==> src/rtl/uart_pkg.sv <==
// Shared UART constants and receiver state encoding, also used by baud_rate_generation.
package uart_pkg;

    typedef enum logic [2:0] {
        ST_IDLE,
        ST_START,
        ST_DATA,
        ST_STOP,
        ST_BREAK
    } rx_state_t;

    localparam int UART_OVERSAMPLE = 16;
    localparam int UART_BAUD       = 9600;
    localparam int UART_SYSCLK_HZ  = 100_000_000;
    localparam int UART_BAUD_DIV   = 651;

    function automatic logic maj3(input logic [2:0] s);
        return (s[0] & s[1]) | (s[0] & s[2]) | (s[1] & s[2]);
    endfunction

endpackage

==> src/rtl/uart_rx_sync.sv <==
// Two-flop synchroniser for the serial line plus a 3-deep oversample register
// whose majority is the voted bit.
module uart_rx_sync
    import uart_pkg::*;
(
    input  logic sysclk,
    input  logic reset,
    input  logic baud_en,
    input  logic rxd,
    output logic rxd_sync,
    output logic rxd_vote
);

    logic       meta_q;
    logic       sync_q;
    logic [2:0] samp_q;

    always_ff @(posedge sysclk) begin
        if (reset) begin
            meta_q <= 1'b1;
            sync_q <= 1'b1;
            samp_q <= 3'b111;
        end else begin
            meta_q <= rxd;
            sync_q <= meta_q;
            if (baud_en) begin
                samp_q <= {samp_q[1:0], sync_q};
            end
        end
    end

    assign rxd_sync = sync_q;
    assign rxd_vote = maj3(samp_q);

endmodule

==> src/rtl/uart_rx_oversample.sv <==
// Oversampling 8N1 UART receiver: start validation, mid-cell majority vote,
// one-cycle rx_valid / frame_err strobes.
//
// state    | meaning
// ---------+--------------------------------------------------------------
// ST_IDLE  | line idle, waiting for a low synchronised sample on baud_en
// ST_START | start bit seen, confirm it with the mid-cell vote
// ST_DATA  | collecting DATA_BITS votes, LSB first
// ST_STOP  | waiting for the stop-bit vote; strobe rx_valid or frame_err
// ST_BREAK | stop bit was 0, ignore the line until it returns high
module uart_rx_oversample
    import uart_pkg::*;
#(
    parameter int DATA_BITS  = 8,
    parameter int OVERSAMPLE = UART_OVERSAMPLE
) (
    input  logic                 sysclk,
    input  logic                 reset,
    input  logic                 baud_en,
    input  logic                 rxd,
    output logic [DATA_BITS-1:0] rx_data,
    output logic                 rx_valid,
    output logic                 frame_err,
    output logic                 busy
);

    localparam int CW        = $clog2(OVERSAMPLE);
    localparam int IW        = (DATA_BITS > 1) ? $clog2(DATA_BITS) : 1;
    localparam int VOTE_TICK = OVERSAMPLE / 2 + 1;

    rx_state_t            state_q;
    logic [CW-1:0]        cnt_q;
    logic [CW-1:0]        cnt_d;
    logic [IW-1:0]        idx_q;
    logic [DATA_BITS-1:0] shreg_q;
    logic [DATA_BITS-1:0] rx_data_q;
    logic                 rx_valid_q;
    logic                 frame_err_q;
    logic                 busy_q;
    logic                 rxd_sync;
    logic                 rxd_vote;
    logic                 vote_pt;

    uart_rx_sync u_sync (
        .sysclk   (sysclk),
        .reset    (reset),
        .baud_en  (baud_en),
        .rxd      (rxd),
        .rxd_sync (rxd_sync),
        .rxd_vote (rxd_vote)
    );

    always_comb begin
        cnt_d = (cnt_q == CW'(OVERSAMPLE - 1)) ? '0 : cnt_q + CW'(1);
    end

    // At this count the sample register holds the samples from ticks 7, 8 and 9 (16x).
    assign vote_pt = (cnt_q == CW'(VOTE_TICK));

    always_ff @(posedge sysclk) begin
        if (reset) begin
            state_q     <= ST_IDLE;
            cnt_q       <= '0;
            idx_q       <= '0;
            shreg_q     <= '0;
            rx_data_q   <= '0;
            rx_valid_q  <= 1'b0;
            frame_err_q <= 1'b0;
            busy_q      <= 1'b0;
        end else begin
            rx_valid_q  <= 1'b0;
            frame_err_q <= 1'b0;
            if (baud_en) begin
                cnt_q <= cnt_d;
                unique case (state_q)
                    ST_IDLE: begin
                        if (!rxd_sync) begin
                            state_q <= ST_START;
                            cnt_q   <= '0;
                            busy_q  <= 1'b1;
                        end
                    end
                    ST_START: begin
                        if (vote_pt) begin
                            if (rxd_vote) begin
                                state_q <= ST_IDLE;
                                busy_q  <= 1'b0;
                            end else begin
                                state_q <= ST_DATA;
                                idx_q   <= '0;
                            end
                        end
                    end
                    ST_DATA: begin
                        if (vote_pt) begin
                            shreg_q <= {rxd_vote, shreg_q[DATA_BITS-1:1]};
                            if (idx_q == IW'(DATA_BITS - 1)) begin
                                state_q <= ST_STOP;
                            end else begin
                                idx_q <= idx_q + IW'(1);
                            end
                        end
                    end
                    ST_STOP: begin
                        if (vote_pt) begin
                            busy_q <= 1'b0;
                            if (rxd_vote) begin
                                rx_data_q  <= shreg_q;
                                rx_valid_q <= 1'b1;
                                state_q    <= ST_IDLE;
                            end else begin
                                frame_err_q <= 1'b1;
                                state_q     <= ST_BREAK;
                            end
                        end
                    end
                    ST_BREAK: begin
                        if (rxd_sync) begin
                            state_q <= ST_IDLE;
                        end
                    end
                    default: begin
                        state_q <= ST_IDLE;
                        busy_q  <= 1'b0;
                    end
                endcase
            end
        end
    end

    assign rx_data   = rx_data_q;
    assign rx_valid  = rx_valid_q;
    assign frame_err = frame_err_q;
    assign busy      = busy_q;

endmodule

==> config.mk <==
export PLATFORM = sky130hd
export DESIGN_NAME = uart_rx_oversample
export DESIGN_NICKNAME = d
export VERILOG_FILES = /design/src/rtl/uart_pkg.sv /design/src/rtl/uart_rx_sync.sv /design/src/rtl/uart_rx_oversample.sv
export SDC_FILE = /design/constraint.sdc
export NUM_CORES = 1
export LEC_CHECK = 0
export ABC_AREA = 1
export CELL_PAD_IN_SITES_DETAIL_PLACEMENT = 2
export CELL_PAD_IN_SITES_GLOBAL_PLACEMENT = 2
export CORE_UTILIZATION = 34
export DETAILED_ROUTE_END_ITERATION = 7
export GPL_TIMING_DRIVEN = 0
export PLACE_DENSITY_LB_ADDON = 0.1
export SLEW_MARGIN = 10
export SYNTH_ARGS = -nofsm -noshare
export SYNTH_HDL_FRONTEND = slang
export SYNTH_SLANG_ARGS = --single-unit
==> constraint.sdc <==
create_clock -name sysclk -period 3 [get_ports sysclk]
set_input_delay 0.6 -clock sysclk [delete_from_list [all_inputs] [get_ports sysclk]]
set_output_delay 0.6 -clock sysclk [all_outputs]
set_load 0.03 [all_outputs]
# ---- Word level (Yosys, flattened, before mapping)
# Cells that the tools add are included.
# W data, S select, Z words.
dict set report totals {
  mem_count 0
  input_bits 4
  ff_bits 34
  mem_bits_rw 0
  rom_bits 0
  output_inout_bits 11
  latch_bits 0
}
dict set report op_classes {
  n_lt_le_gt_ge 0
  n_div 0
  shifts 0
  eq_ne 16
  multipliers 0
  muxes 24
  n_bitwise 9
  add_sub_neg 2
  reduce_logical 9
}
# operator n
set ops {}
lappend ops {{$mux W3} 11}
lappend ops {{$ne A2 B2 Y1 const B} 8}
lappend ops {{$pmux W3 S5} 1}
lappend ops {{$mux W4} 3}
lappend ops {{$reduce_and A6 Y1} 2}
lappend ops {{$eq A4 B4 Y1 const B} 2}
lappend ops {{$reduce_and A7 Y1} 1}
lappend ops {{$eq A3 B2 Y1 const B} 2}
lappend ops {{$eq A3 B3 Y1 const B} 2}
lappend ops {{$mux W1} 6}
lappend ops {{$pmux W3 S2} 1}
lappend ops {{$add A4 B1 Y4 const B} 1}
lappend ops {{$not A1 Y1} 4}
lappend ops {{$pmux W1 S4} 1}
lappend ops {{$reduce_and A4 Y1} 1}
lappend ops {{$reduce_or A4 Y1} 1}
lappend ops {{$add A3 B1 Y3 const B} 1}
lappend ops {{$and A1 B1 Y1} 3}
lappend ops {{$eq A3 B1 Y1 const B} 1}
lappend ops {{$logic_not A3 Y1} 1}
lappend ops {{$reduce_and A3 Y1} 1}
lappend ops {{$mux W2} 1}
lappend ops {{$ne A2 B1 Y1 const B} 1}
lappend ops {{$or A1 B1 Y1} 2}
lappend ops {{other kinds (2)} 2}

# ---- Depth between registers and ports, before layout
# Gate-level depths: netlist of the first run.
dict set report depth {
  depth_word 6
  ltp_mapped 10
}

# ---- Hierarchy
# From an unflattened synthesis of the first run, not the netlist that was laid out.
dict set report hier_totals {
  hier_cells 203
  area_unflattened_um2 1458.9
}
# mod cells_each area_each_um2 n_inst
set modules_own_cells {}
lappend modules_own_cells {uart_rx_oversample 181 1285.0 1}
lappend modules_own_cells {uart_rx_sync 22 173.9 1}

# ---- Worst setup path after synthesis of the first run
# No wires, ideal clock.
dict set report synth_timing {
  path_type {input to register}
  from {input port baud_en}
  to {register state_q[0]}
  path_stages 6
  setup_time_ns 0.113
  required_time_ns 2.887
  path_slack_ns 1.673
  t_arrival_ns 1.215
  path_cell_list {buf_2 nand2_2 a21oi_2 nand2_2 nor2_1 nor2_1}
}
dict set report synth_between {
  elab_chain_len 1
}
# item line_no
set synth_rtl {}
lappend synth_rtl {{start, declared} uart_rx_oversample.sv:19} ;# input logic baud_en,
lappend synth_rtl {{$reduce_and A7 Y1 (no source line)} n/a}
lappend synth_rtl {{end signal, assigned} uart_rx_oversample.sv:62} ;# state_q <= ST_IDLE;
lappend synth_rtl {{end signal, assigned} uart_rx_oversample.sv:78} ;# state_q <= ST_START;
lappend synth_rtl {{end signal, assigned} uart_rx_oversample.sv:86} ;# state_q <= ST_IDLE;
lappend synth_rtl {{end, declared} uart_rx_oversample.sv:31} ;# rx_state_t state_q;
# Every way passes these cells.
# A chain may end at the register's enable or synchronous reset.

==> metrics.txt, run 1 <==
Simple-Gate Fraction of Synth Area 34.2%; Initial Util between 30% and 40%; Final ANT Viol Nets 0; # rows 23; # resized after CTS 0; PortBufs 14; hold path startpoint u_sync.meta_q$_SDFF_PP1_; largest net degree at the start of global routing 11; worst slew pin tran ~540 ps; die width 68.1 um; critical path class input pin to flop; fin crit share between 60% and 70%; P&R area growth vs syn 19.8%; Buf/Inv on CP 3; Final HPWL DP around 3200 um; CORE AREA between 4000 and 5000 um2; via count between 1,000 and 1,500; DRC 0; Hold Path Depth 1; FF-to-FF End shreg_q[6]$_SDFFE_PP0P_; Initial DRC Count 48; DRT Pass-1 Iters 4; Min Clock Period, post-route 2010 ps; Setup TNS 0 ps; cell count after synthesis 203; synth unique cells 26; Post-Synth Adder-Cell Area 3.37%; TritonCTS Buffers 5; Setup Buffers After CTS 0; antenna violations before repair 0; first-pass GRT wire length just over 7000 um; final slew viol count 0; R2R depth 7; mux contribution to synthesized area 0%; die area approximately 4600 um2; post-synth top area share a little under half; worst hold path class flop to flop; DR WL/cell about 16 um; Setup Skew approximately 9.8 ps; status finished, final reports clean; Seq/Total Area, Yosys roughly 46%; largest family of logic cells by synthesized area simple AND/OR/NAND/NOR gates; Worst Path Required between 3000 and 4000 ps; number of global-route vias before repair ~1,500; fillers between 400 and 500; DP Cell Count between 200 and 300; Worst Setup End Kind flop; area fraction in compound gates after synthesis between 10% and 20%; layout cells sized above 1 approximately 9.8%; Clock transition at path regs about 70 ps; setup repair after global routing missed its margin no; CTS Root Cell clkbuf_8; Post-Synthesis Cell Area 1480 um2; CTS tree yes; clk sinks 34; CTS Buffer Depth 2; worst reg2reg path startpoint cnt_q[1]$_SDFFE_PP0P_; Die H between 60 and 70 um; vias per cell between 5 and 6; Hold WS approximately 420 ps; Slew HR about 64%; RePlAce Congestion roughly 0.80; clk_lat worst skew about 290 ps; FF+latch count, synth 34; endpoints failing hold 0; CP top delay family buffers and inverters; critical-path cell list clkdlybuf4s50_1 > clkinv_1 > clkbuf_1 > o21ai_0 > nor2_1; final WL between 4000 and 5000 um; area leader, netlist dfxtp_1; Max VDD drop 0.000219 V; Post-Layout Cell Count 275; Critical-path top delay cell clkdlybuf4s50_1; grt ovf 0; worst path arrival time approximately 2200 ps; Max stage delay on crit path roughly 600 ps; MaxCap Viol Count 0; syn_nets 211; post-synthesis average cell area 7.31 um2; Max Clock Freq 0.498 GHz; Antenna Cells 0; final setup fails 0; power per cell area roughly 530 nW/um2; Post-layout nets roughly 230; hold endpoint u_sync.rxd_sync$_SDFF_PP1_; total track usage around 21%; H-tree lvl count 2; xor/xnor share of the synthesized area 0%; critical path launch point type input pin; I/O pin cnt 15; P_leak between 0.7 and 0.8 nW; Max FO, Critical Path 10; Synth area leaders dfxtp_1 46%, nor2_1 12%, nand2_1 8.1%, o21ai_0 6.1%, nand3_1 4.4%; # hold bufs at CTS 0; r2r setup slk 1350 ps; Synth Warn # 0
-- final cells by class --
| cell class | instances | area, um2 | area share (%) |
|---|---|---|---|
| buffer | 3 | 12.5 | 0.704 |
| clock buffer | 7 | 86.3 | 4.86 |
| clock inverter | 1 | 5.00 | 0.281 |
| inverter | 15 | 56.3 | 3.17 |
| multi-input combinational | 151 | 734 | 41.3 |
| sequential | 34 | 681 | 38.3 |
| tap | 50 | 62.6 | 3.52 |
| timing repair buffer | 14 | 140 | 7.88 |
-- metal layers --
metal	up-vias	global-route usage, %	share of wire (%)	routed length (um)
met3	6	4.83	3.0	127
met2	23	36.6	49	2090
met4	0	9.38	1.4	62
met5	-	0	0	0
met1	675	25.6	47	2010
li1	701	-	-	-
-- kinds of logic (layout without fill, tap and decap cells) --
logic type / Yosys count / in the layout
simple gates: 114 / 114
flops: 34 / 34
compound gates: 33 / 33
fa+ha+maj: 4 / 4
buf+inv: 18 / 40
-- cell usage in the layout, fill, tap and decap left out, drive strengths merged --
| cell type | count |
|---|---|
| a211oi | 2 |
| a21oi | 10 |
| buf | 1 |
| clkbuf | 9 |
| clkdlybuf4s50 | 14 |
| clkinv | 2 |
| dfxtp | 34 |
| ha | 4 |
| inv | 14 |
| nand2 | 36 |
| nand3 | 14 |
| nand3b | 2 |
| nand4 | 4 |
| nor2 | 52 |
| nor3 | 3 |
| o211ai | 1 |
| o21ai | 20 |
| or2 | 3 |
-- how the worst max path moves through the flow --
| stage | from | end | slack, ps | depth (start not counted) |
|---|---|---|---|---|
| CTS | reset | shreg_q[6]$_SDFFE_PP0P_ | 990 | 5 |
| floorplan | baud_en | state_q[0]$_SDFFE_PP0P_ | 1670 | 6 |
| global placement | reset | shreg_q[4]$_SDFFE_PP0P_ | 800 | 5 |
| detailed placement | reset | shreg_q[4]$_SDFFE_PP0P_ | 740 | 5 |
| finish | reset | shreg_q[6]$_SDFFE_PP0P_ | 990 | 5 |
| global route | reset | shreg_q[6]$_SDFFE_PP0P_ | 870 | 5 |
-- worst reg2reg max path: stages, from the launching register on --
cell,delay (ps)
dfxtp_1,310
inv_1,110
ha_1,230
nand4_2,240
nor2_4,260
inv_1,160
nor2_1,150
nor2_1,70
-- where the power goes --
part	leakage [nW]	switching [W]	internal (W)
clock	0.0482	0.000171	0.000185
sequential	0.276	0.0000113	0.000463
combinational	0.467	0.0000747	0.0000356
total	0.791	0.000256	0.000684
-- Yosys cell counts --
master	number
a211oi_1	2
a21oi_1	9
a21oi_2	1
buf_2	1
clkbuf_1	2
clkinv_1	1
dfxtp_1	34
ha_1	4
inv_1	12
inv_2	2
nand2_1	32
nand2_2	4
nand3_1	13
nand3_2	1
nand3b_1	2
nand4_1	3
nand4_2	1
nor2_1	49
nor2_2	2
nor2_4	1
nor3_1	3
o211ai_1	1
o21ai_0	18
o21ai_1	2
or2_1	1
or2_2	2
-- flip-flops by register name, summed over array words and instances, names as in the netlist --
name             flops
state_q              3
busy                 1
u_sync.meta_q        1
frame_err            1
u_sync.rxd_sync      1
rx_valid             1
cnt_q                4
rx_data              8
shreg_q              8
idx_q                3
u_sync.samp_q        3
-- metrics by stage --
stage	utilization [%]	instance area (um2)	total power, W	worst slack (ps)
3_3_place_gp	41.3	1690	0.000584	797
4_1_cts	43.5	1780	0.000954	994
3_5_place_dp	41.3	1690	0.000595	744
2_1_floorplan	-	1480	0.000557	1670
6_report	43.5	1780	0.000941	994
5_1_grt	43.5	1780	0.000989	867
Power figures use the tool's default switching activity.
==> run 2, diff against run 1 <==
--- a/config.mk
+++ b/config.mk
@@ -8,7 +8,7 @@
 export ABC_AREA = 1
 export CELL_PAD_IN_SITES_DETAIL_PLACEMENT = 2
 export CELL_PAD_IN_SITES_GLOBAL_PLACEMENT = 2
-export CORE_UTILIZATION = 34
+export CORE_UTILIZATION = 31
 export DETAILED_ROUTE_END_ITERATION = 7
 export GPL_TIMING_DRIVEN = 0
 export PLACE_DENSITY_LB_ADDON = 0.1
==> constraint.sdc (replaced) <==
create_clock -name sysclk -period 1.9 [get_ports sysclk]
set_input_delay 0.38 -clock sysclk [delete_from_list [all_inputs] [get_ports sysclk]]
set_output_delay 0.38 -clock sysclk [all_outputs]
set_load 0.03 [all_outputs]
==> metrics.txt, run 2 (synthesized netlist as in run 1, its figures left out) <==
# resized after CTS 0 (unchanged); TritonCTS Buffers 5 (unchanged); RePlAce Congestion 0.767 (-4.6%); Flop pwr share 47.3% (-3.2 points); PortBufs 14 (unchanged); Setup Buffers After CTS 0 (unchanged); met3 WL 108 um (-15%); Critical-path top delay cell clkdlybuf4s50_1; CTS tree yes; most common cell after layout, fill and taps aside nor2_1; status complete, but fails checks; Post-Route M1 WL 1920 um (-4.4%); Area after DPL 1690 um2 (+0.15%); Worst Path Required 1520 ps (-1650 ps); grt ovf 0 (unchanged); CORE AREA 4470 um2 (+9.5%); wire length on met2 2100 um (+0.77%); die area 5070 um2 (+9.4%); Clock transition at path regs 70 ps (about the same); final setup fails 0 (unchanged); power per cell area 879 nW/um2 (+66%); Worst Setup End Kind output pin; Post-layout nets 232 (unchanged); H-tree lvl count 2 (unchanged); clk_lat worst skew 290 ps (about the same); Int Power 0.00117 W (+72%); antenna violations before repair 0 (unchanged); P_leak 0.803 nW (+1.4%); Slew HR 70.5% (+6.3 points); Die H 71.2 um (+4.6%); vias per cell 5.01 (-1.9%); Setup Skew 7.44 ps (-2.39 ps); endpoints failing hold 0 (unchanged); Initial Util 33.2% (-3.1 points); clock network power share 41.8% (+4.0 points); fin util 40.3% (-3.2 points); critical path class flop to output pin; total track usage 19.1% (-2.4 points); P&R area growth vs syn 21.5%; worst hold path class flop to flop; CP top delay family buffers and inverters; # rows 24 (+4.3%); Max VDD drop 0.000318 V (+45%); critical-path cell list clkdlybuf4s50_1; DRT Pass-1 Iters 6 (+2); fin crit share around nine tenths; layout cells sized above 1 11.1% (+1.3 points); final slew viol count 0 (unchanged); Max Clock Freq 0.585 GHz; I/O pin cnt 15 (unchanged); DR WL/cell 15.1 um (-2.9%); worst setup margin 191 ps (-803 ps); Min Clock Period, post-route about 1700 ps; CTS Buffer Depth 2 (unchanged); worst slew pin tran 440 ps (-97.2 ps); first-pass GRT wire length 7360 um (+2.5%); Antenna Cells 0 (unchanged); MaxCap Viol Count 0 (unchanged); number of global-route vias before repair 1,507 (+2.4%); Buf/Inv on CP 1 (-2); setup repair after global routing missed its margin no; CTS Root Cell clkbuf_8; Psw 0.000410 W (+60%); violated checks design-rule violations; design area 1800 um2 (+1.4%); die width 71.2 um (+4.6%); Initial DRC Count 41 (-15%); most frequent cells in the layout 49 x nor2_1, 34 x dfxtp_1, 32 x nand2_1; Max FO, Critical Path 2 (-8); # hold bufs at CTS 0 (unchanged); share of total power in combinational logic 10.9% (-0.8 points); critical path launch point type flop; Final HPWL DP 3170 um (-1.3%); pre-CTS setup slack -194 ps (-938 ps); via count 1,389 (-1.1%); DRC 1 (+1); Max stage delay on crit path 690 ps (+80 ps); worst path arrival time 1330 ps (-840 ps); largest net degree at the start of global routing 12 (+1); switch share 25.9% (-1.4 points); fillers 513 (+5.6%); top routing layer used met4; final WL 4200 um (-2.1%); Final ANT Viol Nets 0 (unchanged); clk sinks 34 (unchanged); Setup TNS 0 ps (unchanged)
## run 2: power groups by stage
stage                     Combinational [W]  Sequential [W]  Clock (W)
after floorplan                    0.000112        0.000768          0
after CTS                          0.000175        0.000750   0.000681
final                              0.000173        0.000749   0.000663
after global routing               0.000199        0.000752   0.000714
after global placement             0.000157        0.000763          0
after detailed placement           0.000172        0.000767          0
## run 2: area by class of cell
| class | count | area, um2 | area share [%] |
|---|---|---|---|
| Multi-Input combinational cell | 151 | 734 | 40.7 |
| Sequential cell | 34 | 681 | 37.8 |
| Timing Repair Buffer | 14 | 140 | 7.77 |
| Clock buffer | 5 | 68.8 | 3.82 |
| Tap cell | 52 | 65.1 | 3.61 |
| Inverter | 15 | 60.1 | 3.33 |
| Clock inverter | 3 | 40.0 | 2.22 |
| Buffer | 3 | 13.8 | 0.763 |
## run 2: final timing paths
path                             from                         end  slack (ps)  cells after the start
max           rx_data[5]$_SDFFE_PP0P_                  rx_data[5]         190                      1
min          u_sync.meta_q$_SDFF_PP1_  u_sync.rxd_sync$_SDFF_PP1_         410                      1
max reg2reg     cnt_q[0]$_SDFFE_PP0P_     shreg_q[3]$_SDFFE_PP0P_         240                      6
min reg2reg  u_sync.meta_q$_SDFF_PP1_  u_sync.rxd_sync$_SDFF_PP1_         410                      1
## run 2: per-stage QoR
| step | instances | hold slack [ps] | total power [W] |
|---|---|---|---|
| 2_1_floorplan | 203 | 389 | 0.000880 |
| 3_3_place_gp | 269 | 394 | 0.000921 |
| 3_5_place_dp | 269 | 398 | 0.000939 |
| 4_1_cts | 277 | 415 | 0.00161 |
| 5_1_grt | 277 | 437 | 0.00166 |
| 6_report | 277 | 411 | 0.00158 |
## run 2: per-layer routing
metal | vias to the layer above | global-route usage [%]
met5 | - | 0
met4 | 0 | 6.67
met1 | 661 | 22.7
met2 | 17 | 33.1
met3 | 7 | 5.13
li1 | 704 | -
